`src/rtl/blake2s_digest_buf_if.sv`:
```
// Digest buffer bus: hash-core byte stream in, host-paced byte pins out.
// The master side drives start/length, core bytes and host read strobes.
// The slave side is the buffer itself.
interface blake2s_digest_buf_if;
   logic       start_i;
   logic [5:0] nn_i;
   logic       h_v_i;
   logic [7:0] h_i;
   logic       rd_i;
   logic       hash_v_o;
   logic [7:0] hash_o;
   logic       done_o;
   logic       err_o;

   modport master (
      output start_i,
      output nn_i,
      output h_v_i,
      output h_i,
      output rd_i,
      input  hash_v_o,
      input  hash_o,
      input  done_o,
      input  err_o
   );

   modport slave (
      input  start_i,
      input  nn_i,
      input  h_v_i,
      input  h_i,
      input  rd_i,
      output hash_v_o,
      output hash_o,
      output done_o,
      output err_o
   );
endinterface

```
`src/rtl/blake2s_digest_buf.sv`:
```
// BLAKE2s digest output buffer.
// Captures nn digest bytes from the hash core (one per h_v strobe), then
// presents them one at a time to the host, advancing on each rd strobe.
// Protocol violations (bad length, unexpected core bytes) set a sticky error.
module blake2s_digest_buf #(
   parameter int unsigned NN_MAX = 32
) (
   input  logic                 clk,
   input  logic                 reset,
   blake2s_digest_buf_if.slave  bus
);

   // Array index width; pointers themselves are 6 bits so they can reach NN_MAX.
   localparam int unsigned AW       = (NN_MAX > 1) ? $clog2(NN_MAX) : 1;
   localparam logic [5:0]  NN_MAX_6 = 6'(NN_MAX);

   typedef enum logic [1:0] {
      StIdle  = 2'd0,
      StFill  = 2'd1,
      StDrain = 2'd2
   } state_t;

   state_t     r_state;
   logic [5:0] r_wp;
   logic [5:0] r_rp;
   logic [5:0] r_nn;
   logic [7:0] r_mem [NN_MAX];
   logic       r_hash_v;
   logic [7:0] r_hash;
   logic       r_done;
   logic       r_err;

   logic       w_nn_ok;
   logic [5:0] w_wp_inc;
   logic [5:0] w_rp_inc;
   logic [7:0] w_byte0;
   logic [7:0] w_rd_next;

   assign w_nn_ok  = (bus.nn_i != 6'd0) && (bus.nn_i <= NN_MAX_6);
   assign w_wp_inc = r_wp + 6'd1;
   assign w_rp_inc = r_rp + 6'd1;
   // For a one-byte digest, byte 0 is being written this very cycle.
   assign w_byte0   = (r_wp == 6'd0) ? bus.h_i : r_mem[0];
   assign w_rd_next = r_mem[w_rp_inc[AW-1:0]];

   // Control FSM, pointers, storage and registered outputs.
   always_ff @(posedge clk) begin
      if (reset) begin
         r_state  <= StIdle;
         r_wp     <= 6'd0;
         r_rp     <= 6'd0;
         r_nn     <= 6'd0;
         r_hash_v <= 1'b0;
         r_hash   <= 8'd0;
         r_done   <= 1'b0;
         r_err    <= 1'b0;
      end else begin
         r_done <= 1'b0;
         if (bus.start_i) begin
            // Start overrides any concurrent h_v / rd.
            r_wp     <= 6'd0;
            r_rp     <= 6'd0;
            r_hash_v <= 1'b0;
            r_hash   <= 8'd0;
            if (w_nn_ok) begin
               r_nn    <= bus.nn_i;
               r_err   <= 1'b0;
               r_state <= StFill;
            end else begin
               r_err   <= 1'b1;
               r_state <= StIdle;
            end
         end else begin
            unique case (r_state)
               StIdle: begin
                  if (bus.h_v_i) begin
                     r_err <= 1'b1;
                  end
               end
               StFill: begin
                  if (bus.h_v_i) begin
                     r_mem[r_wp[AW-1:0]] <= bus.h_i;
                     r_wp                <= w_wp_inc;
                     if (w_wp_inc == r_nn) begin
                        r_state  <= StDrain;
                        r_hash_v <= 1'b1;
                        r_hash   <= w_byte0;
                     end
                  end
               end
               StDrain: begin
                  if (bus.h_v_i) begin
                     r_err <= 1'b1;
                  end
                  if (bus.rd_i) begin
                     r_rp <= w_rp_inc;
                     if (w_rp_inc == r_nn) begin
                        r_state  <= StIdle;
                        r_hash_v <= 1'b0;
                        r_hash   <= 8'd0;
                        r_done   <= 1'b1;
                     end else begin
                        r_hash <= w_rd_next;
                     end
                  end
               end
               default: begin
                  r_state <= StIdle;
               end
            endcase
         end
      end
   end

   assign bus.hash_v_o = r_hash_v;
   assign bus.hash_o   = r_hash;
   assign bus.done_o   = r_done;
   assign bus.err_o    = r_err;

endmodule

```
`src/flat_wrapper.sv`:
```
// flat-port wrapper written by rule: the top's interface ports become plain ports
module blake2s_digest_buf_flat 
#(
   parameter int unsigned NN_MAX = 32
)
  (clk, reset, bus_start_i, bus_nn_i, bus_h_v_i, bus_h_i, bus_rd_i, bus_hash_v_o, bus_hash_o, bus_done_o, bus_err_o);
  blake2s_digest_buf_if bus_i ();
  input  logic clk;
  input  logic reset;
  input wire logic [$bits(bus_i.start_i)-1:0] bus_start_i;
  input wire logic [$bits(bus_i.nn_i)-1:0] bus_nn_i;
  input wire logic [$bits(bus_i.h_v_i)-1:0] bus_h_v_i;
  input wire logic [$bits(bus_i.h_i)-1:0] bus_h_i;
  input wire logic [$bits(bus_i.rd_i)-1:0] bus_rd_i;
  output wire logic [$bits(bus_i.hash_v_o)-1:0] bus_hash_v_o;
  output wire logic [$bits(bus_i.hash_o)-1:0] bus_hash_o;
  output wire logic [$bits(bus_i.done_o)-1:0] bus_done_o;
  output wire logic [$bits(bus_i.err_o)-1:0] bus_err_o;
  assign bus_i.start_i = bus_start_i;
  assign bus_i.nn_i = bus_nn_i;
  assign bus_i.h_v_i = bus_h_v_i;
  assign bus_i.h_i = bus_h_i;
  assign bus_i.rd_i = bus_rd_i;
  assign bus_hash_v_o = bus_i.hash_v_o;
  assign bus_hash_o = bus_i.hash_o;
  assign bus_done_o = bus_i.done_o;
  assign bus_err_o = bus_i.err_o;
  blake2s_digest_buf #(.NN_MAX(NN_MAX)) u_core (.clk(clk), .reset(reset), .bus(bus_i));
endmodule
```
`config.mk`:
```
export PLATFORM = sky130hd
export DESIGN_NAME = blake2s_digest_buf_flat
export DESIGN_NICKNAME = d
export VERILOG_FILES = /design/src/rtl/blake2s_digest_buf_if.sv /design/src/rtl/blake2s_digest_buf.sv /design/src/flat_wrapper.sv
export SDC_FILE = /design/constraint.sdc
export NUM_CORES = 1
export LEC_CHECK = 0
export ABC_CLOCK_PERIOD_IN_PS = 2100
export CAP_MARGIN = 0
export CORE_MARGIN = 1
export CORE_UTILIZATION = 55
export DETAILED_ROUTE_END_ITERATION = 8
export PLACE_DENSITY = 0.72
export SLEW_MARGIN = 40
export SYNTH_ARGS = -nofsm -noshare
export SYNTH_HDL_FRONTEND = slang
export SYNTH_SLANG_ARGS = --single-unit
```
`constraint.sdc`:
```
create_clock -name clk -period 2.1 [get_ports clk]
set_clock_uncertainty 0.1 [all_clocks]
set_input_delay 0.42 -clock clk [delete_from_list [all_inputs] [get_ports clk]]
set_output_delay 0.42 -clock clk [all_outputs]
set_load 0.1 [all_outputs]
```
==> results of run 1 <==
==> worst paths after layout <==
| check | cells past startpoint | endpoint | from | slack (ns) |
|---|---|---|---|---|
| setup / recovery | 9 | u_core.bus.hash_o[2]$_SDFFE_PP0P_ | u_core.r_rp[0]$_SDFFE_PP0P_ | -0.13 |
| hold / removal | 1 | u_core.bus.hash_o[3]$_SDFFE_PP0P_ | u_core.bus.hash_o[3]$_SDFFE_PP0P_ | 0.41 |
| setup reg to reg | 9 | u_core.bus.hash_o[2]$_SDFFE_PP0P_ | u_core.r_rp[0]$_SDFFE_PP0P_ | -0.13 |
| hold reg to reg | 1 | u_core.bus.hash_o[3]$_SDFFE_PP0P_ | u_core.bus.hash_o[3]$_SDFFE_PP0P_ | 0.41 |
==> layer usage <==
layer  global-route usage  routed length (um)  vias to the layer above
li1                     -                   -                     2946
met1                0.374               12000                     3432
met2                0.447               15200                      277
met3               0.0515                2060                       50
met4               0.0887                 855                        0
met5                    0                   0                        -
==> registers in the layout, indices dropped and copies added, names as in the netlist <==
signal	flops
u_core.bus.done_o	1
u_core.bus.err_o	1
u_core.bus.hash_o	8
u_core.bus.hash_v_o	1
u_core.r_mem	256
u_core.r_nn	6
u_core.r_rp	6
u_core.r_state	2
u_core.r_wp	6
==> logic make-up after synthesis <==
| logic type | after synthesis | share of synthesized area |
|---|---|---|
| simple gates | 134 | 0.0559 |
| flops | 287 | 0.702 |
| buf+inv | 46 | 0.0211 |
| xor+xnor | 26 | 0.0199 |
| fa+ha+maj | 5 | 0.00529 |
| compound gates | 74 | 0.0428 |
| mux | 101 | 0.153 |
==> synth_stat cells, types with 9 or more instances <==
cell,n,share of area
nand2_1,25,0.0079
xor2_1,12,0.0089
o21ai_0,23,0.0097
a211oi_1,10,0.0063
nor2_1,53,0.017
clkbuf_1,11,0.0035
xnor2_1,13,0.0096
a221oi_1,9,0.0067
dfxtp_1,31,0.052
edfxtp_1,256,0.65
mux2i_1,37,0.031
nand3_1,15,0.0063
buf_2,13,0.0055
nor2b_1,11,0.0058
a21oi_1,9,0.0038
mux4_2,64,0.12
==> timing repair <==
action                                 4_1_cts  5_1_grt
endpoints found under the hold margin        0        0
hold buffers                                 0        0
pin swaps                                    4       24
buffers inserted                            10        3
gates resized for setup                     30       57
setup endpoints to repair                   10       11
gates cloned                                 2        5
==> final cells by class <==
cell class                      count  area, um^2
Inverter                            8        35.0
Clock inverter                     19         231
Multi-Input combinational cell    340        3950
Sequential cell                   287        8320
Timing Repair Buffer              137        1380
Clock buffer                       32         716
Tap cell                          275         344
Fill cell                        1249        6110
==> worst max-delay path: stages (launching register included) <==
cell and delay [ns]:
dfxtp_4 0.38, ha_4 0.33, clkbuf_16 0.18, buf_4 0.11, mux4_2 0.26, nor2b_1 0.15, a211oi_2 0.33, a221oi_4 0.08
nand3_1 0.13, a2bb2oi_2 0.06
==> metrics by stage <==
step	area, um^2	instances	util
after CTS	14600	1090	0.692
after global placement	13400	1027	0.634
final	15000	1098	0.710
after floorplan	12200	673	-
after detailed placement	13400	1027	0.634
after global routing	15000	1098	0.710
==> power groups by stage <==
stage / logic, mW / registers [mW] / clock network (mW)
final: 0.321 / 6.22 / 5.13
after floorplan: 0.0906 / 6.36 / 0
after global routing: 0.341 / 6.22 / 5.38
after CTS: 0.314 / 6.22 / 5.15
after global placement: 0.296 / 6.35 / 0
after detailed placement: 0.304 / 6.35 / 0
==> metrics.md, run 1 <==
| Metric | Value |
|---|---|
| Clock-pin transition on the worst setup and hold timing paths | around 0.07 ns |
| Commonest non-fill, non-tap cell in the layout | edfxtp_1 |
| Number of max-cap violations | 0 |
| Final Critical Period | 2.23 ns |
| Switching part of the total | 0.204 |
| Detail Placement HPWL | about 19000 um |
| Net count after synthesis | between 600 and 700 |
| Final total power | between 10 and 15 mW |
| 1st-pass router iterations | 5 |
| Setup slack after layout | -0.126 ns |
| WL final | between 30000 and 40000 um |
| Mean Syn Cell Area | around 18 um^2 |
| Diode count | 0 |
| Largest net degree at the start of global routing | 33 |
| Fin nets | between 800 and 900 |
| P_sw | roughly 2.4 mW |
| CTS Buffer Depth | 3 |
| Initial antenna violation count | 0 |
| Total track usage | 0.274 |
| Commonest cells after routing, fill and taps aside | 256 x edfxtp_1, 93 x buf_4, 64 x mux4_2, 33 x nor2_4, 33 x clkbuf_16 |
| Type of origin of the critical path | register |
| TritonCTS clock tree | yes |
| Place WS | -0.380 ns |
| Drt drc | 0 |
| Crit. End Element | register |
| Leakage | 4.71 nW |
| Least-Margin Pin Slew | approximately 0.50 ns |
| Failing checks | negative setup slack |
| Yosys reg bits | 287 |
| Final Hold Fails | 0 |
| DRT iter0 DRCs | between 600 and 700 |
| Yosys warns | 0 |
| Gr ovfl total | 0 |
| Comb pwr share | 0.027 |
| Share of power burned in registers | 0.533 |
| Die X | 149 um |
| Final period util | 1.06 |
| Cell Int Power | 9.29 mW |
| Hold WS | about 0.41 ns |
| CTS Buf Count | 28 |
| DR WL/cell | between 20 and 30 um |
| Num rows | 53 |
| TritonCTS sink count | ~290 |
| VDD IR max | just under 0.9 mV |
| Via count | ~6700 |
| Most used DFF post-synth | edfxtp_1 |
| Final Slew Violations | 0 |
| I/O Pins | 30 |
| Share of layout cells above drive strength 1 | 0.405 |
| I/O Buffers | 29 |
| Vias/cell | ~6.1 |
| Area Overhead vs Synth | 26.6% |
| Syn Std Cell Area | 0.0118 mm^2 |
| Async SR Flop Fraction | 0 |
| First-pass GRT wire length | 43000 um |
| Hold/Removal Path Class | reg2reg |
| RePlAce Congestion | a little over 0.9 |
| PwrDens | about 800 mW/mm^2 |
| Data required time at the worst endpoint | around 2.4 ns |
| Post-Syn Instances | a little under 700 |
| Die ar. | around 0.022 mm^2 |
| H-tree lvl count | 1 |
| Sequential share of the synthesized area | 0.702 |
| Worst Path Arrival | between 2 and 3 ns |
| Distinct cells, synth | 53 |
| CTS root buffer | clkbuf_16 |
| Critical path fanouts, max | 4 |
| Worst relative slew slack | 0.663 |
| Starting Density | 0.561 |
| Die height | approximately 150 um |
| Post-route ant nets | 0 |
| Clock power share | 0.439 |
| Status | complete, but fails checks |
| RSZ-0062 raised after global routing | yes |
| Vias in the first global route | about 6700 |
| Critical Setup Path Class | reg2reg |
| Setup Total Neg Slack | -0.804 ns |
| Clk_lat worst skew | 0.57 ns |
| Final setup fails | 8 |
| EDFF count, synth | between 200 and 300 |
| Peak Freq | 449 MHz |
| Core area | 0.0211 mm^2 |
No activity file was read; power rests on OpenSTA's default activity.
==> run 2: changes to the inputs <==
CORE_UTILIZATION = 30   (was 55)
PLACE_DENSITY = default   (was 0.72)
PLACE_DENSITY_LB_ADDON = 0.1   (was default)
==> run 2 against run 1 <==
  * Sequential cell count did not move
  * Sequential power barely moved
  * Cell count rose by 24%
  * Final area rose by 2.3%
  * The flow still finishes with violations (negative setup slack)
  * Hold slack got worse by 0.018 ns
  * Wire length rose by 10%
  * Fmax fell by 1.4%
  * Core utilization fell by 31 points
  * First-iteration DRC count fell by 41%
  * Critical path type unchanged
==> metrics.md, run 2 (same netlist as run 1, synthesis figures left out) <==
| Metric | Value |
|---|---|
| GR Layer Usage met3 | 0.0235 (was 0.0515) |
| Largest net degree at the start of global routing | 35 (was 33) |
| DRT iter0 DRCs | 353 (was 602) |
| Final Critical Period | 2.26 ns (was 2.23 ns) |
| Core area | 0.0387 mm^2 (was 0.0211 mm^2) |
| CTS root buffer | clkbuf_16 (unchanged) |
| Final Slew Violations | 0 (unchanged) |
| I/O Buffers | 29 (unchanged) |
| Dpl cell area | 0.0138 mm^2 (was 0.0134 mm^2) |
| Final period util | 1.07 (was 1.06) |
| Die height | 201 um (was 149 um) |
| Finished Cell Area | 0.0153 mm^2 (was 0.0150 mm^2) |
| Vias in the first global route | 6997 (was 6717) |
| Clock-pin transition on the worst setup and hold timing paths | 0.06 ns (was 0.07 ns) |
| Commonest non-fill, non-tap cell in the layout | edfxtp_1 (unchanged) |
| Data required time at the worst endpoint | 2.45 ns (was 2.43 ns) |
| RSZ-0062 raised after global routing | yes (unchanged) |
| Worst reg-to-reg setup slack | -0.16 ns (was -0.13 ns) |
| CTS Buf Count | 31 (was 28) |
| Diode count | 0 (unchanged) |
| Starting Density | 0.306 (was 0.561) |
| Crit path cell chain | buf_16 > buf_16 > mux4_2 > a211oi_1 > a221oi_1 > nand3_2 > a2bb2oi_1 (was ha_4 > clkbuf_16 > buf_4 > mux4_2 > nor2b_1 > a211oi_2 > a221oi_4 > nand3_1 > a2bb2oi_2) |
| Most frequent CP cell | buf_16 |
| Multi-input logic area | 0.00390 mm^2 (was 0.00395 mm^2) |
| Final setup fails | 9 (was 8) |
| Buf/Inv on CP | 2 (unchanged) |
| VDD IR max | 0.586 mV (was 0.868 mV) |
| Crit. End Element | register (unchanged) |
| Die X | 201 um (was 149 um) |
| DR WL/cell | 24.5 um (was 27.4 um) |
| Grt met1 use | 0.219 (was 0.374) |
| Status | complete, but fails checks (unchanged) |
| Die ar. | 0.0403 mm^2 (was 0.0221 mm^2) |
| Post-route ant nets | 0 (unchanged) |
| Most Crowded Layer GR | met2 (unchanged) |
| I/O Pins | 30 (unchanged) |
| TritonCTS sink count | 287 (unchanged) |
| Detail Placement HPWL | 23000 um (was 18900 um) |
| Setup slack after layout | -0.157 ns (was -0.126 ns) |
| Failing checks | negative setup slack (unchanged) |
| Hold WS | 0.393 ns (was 0.411 ns) |
| Type of origin of the critical path | register (unchanged) |
| Final Hold Fails | 0 (unchanged) |
| Via count | 6634 (was 6705) |
| CTS Buffer Depth | 3 (unchanged) |
| Peak Freq | 443 MHz (was 449 MHz) |
| Total track usage | 0.165 (was 0.274) |
| Drt drc | 0 (unchanged) |
| Clk_lat worst skew | 0.56 ns (was 0.57 ns) |
| Fin nets | 838 (was 826) |
| Hold/Removal Path Class | reg2reg (unchanged) |
| H-tree lvl count | 1 (unchanged) |
| Critical path fanouts, max | 19 (was 4) |
| Critical Setup Path Class | reg2reg (unchanged) |
| Vias/cell | 4.89 (was 6.11) |
| FILL cells | 3589 (was 1249) |
| First-pass GRT wire length | 48000 um (was 43000 um) |
| Worst relative slew slack | 0.736 (was 0.663) |
| Leakage | 4.76 nW (was 4.71 nW) |
| TritonCTS clock tree | yes (unchanged) |
| WL final | 33200 um (was 30100 um) |
| Least-Margin Pin Slew | 0.385 ns (was 0.505 ns) |
| Met2 capacity usage during global routing | 0.284 (was 0.447) |
| Area Overhead vs Synth | 29.4% (was 26.6%) |
| 1st-pass router iterations | 4 (was 5) |
| Cell family with the largest share of critical-path delay | compound AO/OA/AOI/OAI gates (unchanged) |
| Worst path max stage delay | 0.56 ns (was 0.38 ns) |
| Num rows | 72 (was 53) |
| Initial antenna violation count | 0 (unchanged) |
| Final total power | 12.3 mW (was 11.7 mW) |
| Worst Path Arrival | 2.60 ns (was 2.56 ns) |
| Max reg flops | 256 (unchanged) |
| Number of max-cap violations | 0 (unchanged) |
| RePlAce Congestion | 0.804 (was 0.905) |
| Gr ovfl total | 0 (unchanged) |
| Share of layout cells above drive strength 1 | 0.392 (was 0.405) |
| Commonest cells after routing, fill and taps aside | 256 x edfxtp_1, 109 x buf_4, 64 x mux4_2, 33 x nor2_4 (was 256 x edfxtp_1, 93 x buf_4, 64 x mux4_2, 33 x nor2_4, 33 x clkbuf_16) |
| Place WS | -0.416 ns (was -0.380 ns) |
| PwrDens | 805 mW/mm^2 (was 779 mW/mm^2) |
| Slowest cell on crit path | mux4_2 (was dfxtp_4) |
| Register area | 0.00832 mm^2 (about the same) |
==> run 2: timing repair <==
action                     in CTS  in global routing
pin swaps                      10                  9
hold buffers                    0                  0
setup endpoints to repair      10                 11
buffers inserted               10                  1
gates resized for setup        38                 28
gates cloned                    1                  1
==> run 2: worst paths after layout <==
path,depth (start not counted),start,end
hold / removal,1,u_core.bus.hash_o[5]$_SDFFE_PP0P_,u_core.bus.hash_o[5]$_SDFFE_PP0P_
setup / recovery,7,u_core.r_rp[0]$_SDFFE_PP0P_,u_core.bus.hash_o[2]$_SDFFE_PP0P_
setup reg to reg,7,u_core.r_rp[0]$_SDFFE_PP0P_,u_core.bus.hash_o[2]$_SDFFE_PP0P_
hold reg to reg,1,u_core.bus.hash_o[5]$_SDFFE_PP0P_,u_core.bus.hash_o[5]$_SDFFE_PP0P_
==> run 2: cell type report <==
class / count / share of cell area
Inverter: 8 / 0.00196
Clock buffer: 35 / 0.0516
Timing Repair Buffer: 146 / 0.0875
Multi-Input combinational cell: 340 / 0.254
Clock inverter: 23 / 0.0192
Sequential cell: 287 / 0.543
Tap cell: 518 / 0.0423
==> run 2: routing by layer <==
layer,up-vias,wire length (um)
met5,-,0
met4,0,641
met3,40,1310
met2,141,16600
met1,3480,14700
li1,2973,-
==> run 2: metrics by stage <==
step	setup TNS [ns]	utilization	instances
5_1_grt	-1.89	0.396	1357
3_5_place_dp	-105.29	0.356	1286
4_1_cts	-1.52	0.391	1355
6_report	-1.08	0.396	1357
2_1_floorplan	-0.848	-	673
3_3_place_gp	-100.68	0.356	1286
==> run 2: report_power, final <==
part / internal, mW / switching, mW
sequential: 6.22 / 0.0101
combinational: 0.121 / 0.223
clock: 3.55 / 2.21
total: 9.89 / 2.44
